==> config.mk <==
export PLATFORM = sky130hd
export DESIGN_NAME = alu
export DESIGN_NICKNAME = d
export VERILOG_FILES = /design/src/rtl/alu.sv
export SDC_FILE = /design/constraint.sdc
export NUM_CORES = 1
export LEC_CHECK = 0
export CAP_MARGIN = 25
export CORE_AREA = 3 3 94 96
export DETAILED_ROUTE_END_ITERATION = 6
export DIE_AREA = 0 0 97 99
export PLACE_DENSITY = 0.71
export SYNTH_ARGS = -nofsm -noshare
export SYNTH_HDL_FRONTEND = slang
export SYNTH_SLANG_ARGS = --single-unit
==> constraint.sdc <==
create_clock -name clk -period 7.48 [get_ports clk]
set_input_delay 1.496 -clock clk [delete_from_list [all_inputs] [get_ports clk]]
set_output_delay 1.496 -clock clk [all_outputs]
set_load 0.03 [all_outputs]
==> src/rtl/alu.sv <==
// 8-bit ALU with combinational result and registered C/Z/S flags captured once per distinct {operation, A, B}.
// Define ALU_ROTATE_THROUGH_CARRY_EN to turn ops 1110/1111 into RCL/RCR through C instead of ROL/ROR.
module alu (
  input  logic       clk,
  input  logic       reset,
  input  logic [7:0] A,
  input  logic [7:0] B,
  input  logic [3:0] operation,
  output logic [7:0] result,
  output logic       C,
  output logic       Z,
  output logic       S
);

  typedef enum logic [3:0] {
    OP_ADD = 4'h0, OP_SUB = 4'h1, OP_ADC = 4'h2, OP_SBC = 4'h3,
    OP_AND = 4'h4, OP_OR  = 4'h5, OP_NOT = 4'h6, OP_XOR = 4'h7,
    OP_INC = 4'h8, OP_DEC = 4'h9, OP_CMP = 4'hA, OP_TST = 4'hB,
    OP_SHL = 4'hC, OP_SHR = 4'hD, OP_ROL = 4'hE, OP_ROR = 4'hF
  } op_t;

  op_t        op;
  logic [8:0] wide;
  logic [8:0] carry_in;
  logic       next_c;
  logic       capture;
  logic [3:0] rec_op;
  logic [7:0] rec_a;
  logic [7:0] rec_b;
  logic       rec_valid;

  assign op       = op_t'(operation);
  assign carry_in = {8'd0, C};

  // Arithmetic runs 9 bits wide so bit 8 is the carry out or, for subtraction, the borrow.
  always_comb begin
    wide   = 9'd0;
    result = 8'h00;
    next_c = 1'b0;
    case (op)
      OP_ADD: wide = {1'b0, A} + {1'b0, B};
      OP_SUB: wide = {1'b0, A} - {1'b0, B};
      OP_ADC: wide = {1'b0, A} + {1'b0, B} + carry_in;
      OP_SBC: wide = {1'b0, A} - {1'b0, B} - carry_in;
      OP_INC: wide = {1'b0, B} + 9'd1;
      OP_DEC: wide = {1'b0, B} - 9'd1;
      OP_CMP: wide = {1'b0, A} - {1'b0, B};
      OP_AND: wide = {1'b0, A & B};
      OP_OR:  wide = {1'b0, A | B};
      OP_NOT: wide = {1'b0, ~B};
      OP_XOR: wide = {1'b0, A ^ B};
      OP_TST: wide = {1'b0, A & B};
      OP_SHL: wide = {A[7], A[6:0], 1'b0};
      OP_SHR: wide = {A[0], 1'b0, A[7:1]};
`ifdef ALU_ROTATE_THROUGH_CARRY_EN
      OP_ROL: wide = {A[7], A[6:0], C};
      OP_ROR: wide = {A[0], C, A[7:1]};
`else
      OP_ROL: wide = {A[7], A[6:0], A[7]};
      OP_ROR: wide = {A[0], A[0], A[7:1]};
`endif
      default: wide = 9'd0;
    endcase
    result = wide[7:0];
    next_c = wide[8];
  end

  // Re-capturing an unchanged command would let ADC/SBC/RCL/RCR feed their own carry back.
  assign capture = !rec_valid || ({operation, A, B} != {rec_op, rec_a, rec_b});

  always_ff @(posedge clk or posedge reset) begin
    if (reset) begin
      C         <= 1'b0;
      Z         <= 1'b0;
      S         <= 1'b0;
      rec_valid <= 1'b0;
      rec_op    <= 4'h0;
      rec_a     <= 8'h00;
      rec_b     <= 8'h00;
    end else if (capture) begin
      C         <= next_c;
      Z         <= (result == 8'h00);
      S         <= result[7];
      rec_valid <= 1'b1;
      rec_op    <= operation;
      rec_a     <= A;
      rec_b     <= B;
    end
  end

endmodule

==> reports/summary.txt <==
Min-Delay Path Class: register to register
Most used DFF post-synth: sky130_fd_sc_hd__dfrtp_1
RSZ-0062 raised after global routing: false
maximum resistive drop on vdd: 100 uV
worst hold start: Z
wire length after detailed routing: 10800 um
y dimension of the die: 99 um
kind of critical path: input port to primary output
endpoint with the worst hold slack: Z
arrival time of data at the critical path endpoint: 5510 ps
Sum Neg Setup Slack: 0 ps
commonest cells after routing, fill and taps aside: sky130_fd_sc_hd__nor2_1 (44), sky130_fd_sc_hd__ha_1 (35), sky130_fd_sc_hd__clkdlybuf4s50_1 (32)
weighted congestion at the end of routability-driven global placement: 0.999
final worst hold slack: 527 ps
Area Growth Syn to Fin: 9.11%
drt drc: 0
clk_lat worst skew: 270 ps
antenna diode count: 0
cell repeated most along the worst path: sky130_fd_sc_hd__clkdlybuf4s50_1
cell area after technology mapping: 3570 um2
syn nets: 521
DRC marker count from the first detailed-route iteration: 311
post-CTS setup repair buffer count: 0
CTS H-Tree Depth: 1
number of maximum-capacitance constraint violations: 0
FF-to-FF setup slack: 4490 ps
outcome: completed
critical path capture point type: primary output
cell-by-cell trace of the critical path: clkdlybuf4s50_1 -> inv_1 -> ha_1 -> fa_1 -> or2_2 -> a2111oi_2 -> a311oi_2 -> or4_4 -> nand3_1 -> nor3b_2 -> a211oi_2 -> a21oi_2 -> clkdlybuf4s50_1
number of I/O pins: 33
antenna-violating nets left: 0
Highest Clock Rate: 143 MHz
length in cells of the worst reg-to-reg path: 10
via count of the routed design: 3425
first-pass GRT wire length: 17000 um
sum of overflow across all layers after global routing: 0
average cell area after synthesis: 7.74 um2
most common cell after layout, fill and taps aside: sky130_fd_sc_hd__nor2_1
terminus of the critical flop-to-flop path: Z
width of the die: 97 um
final-stage net count: 521
type of origin of the critical path: input port
post-synthesis cell count: 461
Post-synth ARST share: 100%
Detailed Routing Iterations Pass 1: 5
TritonCTS Buffers: 3
Critical R2R Launch: C
Final Hold Vio Count: 0
largest net degree at the start of global routing: 34
number of stages on the worst hold path: 2
Tmin final: 7010 ps
number of buffers between clock root and the deepest sink: 2
layout cell share with drive strength beyond 1: 8.70%
number of cells upsized or downsized after cts: 0
critical path peak fanout: 6
Setup-failing EPs final: 0
register bit total from synthesis: 24
final worst-path cycle share: 93.7%
antenna violations before repair: 0
number of different library cells in the post-synthesis netlist: 76
post-layout total power: 0.000533 W
row count: 33
pins over their slew limit: 0
final worst clock skew: 2.58 ps
area enclosed by the die boundary: 9600 um2
standby leakage power: 1.64 nW
final core utilization: 47.9%
Slowest Stage Delay on Critical Path: 700 ps
sequential fraction of the synthesis area: 16.8%
count of flip-flops with a built-in enable after synthesis: 0
Sink Count: 24
synth warn: 0
cell chosen for the clock root: sky130_fd_sc_hd__clkbuf_8
vias in the first global route: 3259
P per Cell Area: 137 nW/um2
clock-pin slew on the worst setup and hold paths: 90 ps
Worst slew margin: 38.9%
DP Wirelength: 8610 um
actual slew at the worst max-slew pin: 916 ps
count of buffers from port buffering: 32
Avg WL per Cell: 19.1 um
CTS tree: built
highest-delay cell along the critical path: sky130_fd_sc_hd__clkdlybuf4s50_1
Core Box Area: 8130 um2
Initial Utilization: 43.9%
critical path required time: 5980 ps
Overall Global Routing Usage: 22.1%
number of hold buffers added after CTS: 0
detailed-route vias per instance: 6.06
final cells by class:
type / instances / area, um2
Sequential cell: 24 / 601
Tap cell: 105 / 131
Inverter: 33 / 124
Clock inverter: 1 / 30.0
Multi-Input combinational cell: 357 / 2570
Fill cell: 776 / 4240
Timing Repair Buffer: 42 / 395
Clock buffer: 3 / 41.3
flip-flops by register name, summed over array words and instances, names as in the netlist:
| name | cells |
|---|---|
| Z | 1 |
| S | 1 |
| rec_valid | 1 |
| rec_op | 4 |
| rec_a | 8 |
| C | 1 |
| rec_b | 8 |
critical path, delay by kind of cell:
kind | cells | cell delay, ps
buf+inv | 3 | 1410
fa+ha+maj | 2 | 690
simple gates | 4 | 1180
compound gates | 4 | 720
worst max path at each step:
stage            startpoint         to  slack (ps)
3_5_place_dp           A[0]  result[7]         500
6_report               A[0]  result[7]         470
2_1_floorplan  operation[2]  result[7]        1670
4_1_cts                A[0]  result[7]         500
5_1_grt                A[0]  result[7]         280
3_3_place_gp           A[0]  result[7]         550
power by group:
group | switching, W | internal (W) | total [W] | leakage (nW)
clock network | 0.0000443 | 0.0000716 | 0.000116 | 0.0357
logic | 0.000165 | 0.000110 | 0.000275 | 1.32
registers | 0.00000425 | 0.000137 | 0.000142 | 0.283
stage by stage:
stage	setup WS [ps]	std cells	cell area, um2
global route	277	565	3890
floorplan	1670	461	3570
CTS	505	565	3890
detailed placement	502	561	3820
finish	475	565	3890
global placement	547	561	3820
Yosys cell counts (3+ instances only):
cell type	n	area (um2)
sky130_fd_sc_hd__a211oi_1	12	90.1
sky130_fd_sc_hd__a221oi_1	4	35.0
sky130_fd_sc_hd__dfrtp_1	24	601
sky130_fd_sc_hd__nand2b_1	6	37.5
sky130_fd_sc_hd__clkbuf_1	23	86.3
sky130_fd_sc_hd__ha_1	35	438
sky130_fd_sc_hd__buf_2	5	25.0
sky130_fd_sc_hd__buf_6	5	56.3
sky130_fd_sc_hd__xnor2_1	28	245
sky130_fd_sc_hd__o21a_1	3	22.5
sky130_fd_sc_hd__or2_2	6	37.5
sky130_fd_sc_hd__a2bb2oi_1	3	26.3
sky130_fd_sc_hd__nor2b_1	6	37.5
sky130_fd_sc_hd__buf_4	14	105
sky130_fd_sc_hd__xor2_1	10	87.6
sky130_fd_sc_hd__a21o_1	5	37.5
sky130_fd_sc_hd__nor3_1	8	40.0
sky130_fd_sc_hd__nor4_1	3	18.8
sky130_fd_sc_hd__a21oi_1	29	145
sky130_fd_sc_hd__nand4_1	11	68.8
sky130_fd_sc_hd__a31oi_1	5	31.3
sky130_fd_sc_hd__nand3_1	13	65.1
sky130_fd_sc_hd__o21ai_0	25	125
sky130_fd_sc_hd__o21bai_1	3	22.5
sky130_fd_sc_hd__o221ai_1	6	52.6
sky130_fd_sc_hd__fa_1	3	60.1
sky130_fd_sc_hd__or3_1	4	25.0
sky130_fd_sc_hd__mux2i_1	4	40.0
sky130_fd_sc_hd__inv_1	31	116
sky130_fd_sc_hd__nor2_1	44	165
sky130_fd_sc_hd__nand2_1	24	90.1
kinds of logic after synthesis:
family | after synthesis | share of synthesized area, %
xor+xnor | 38 | 9.32
flops | 24 | 16.8
other cells | 1 | 0.105
mux | 7 | 2.38
buf+inv | 80 | 11.1
fa+ha+maj | 38 | 14.0
compound gates | 125 | 24.4
simple gates | 148 | 21.9
routing by layer:
| metal | track usage (%) | vias to the layer above | wire [um] |
|---|---|---|---|
| met5 | 0 | - | 0 |
| met4 | 7.56 | 0 | 385 |
| met3 | 1.63 | 33 | 728 |
| met2 | 36.4 | 151 | 4900 |
| met1 | 30.6 | 1621 | 4770 |
| li1 | - | 1620 | - |
(Power assumes the default switching activity.)
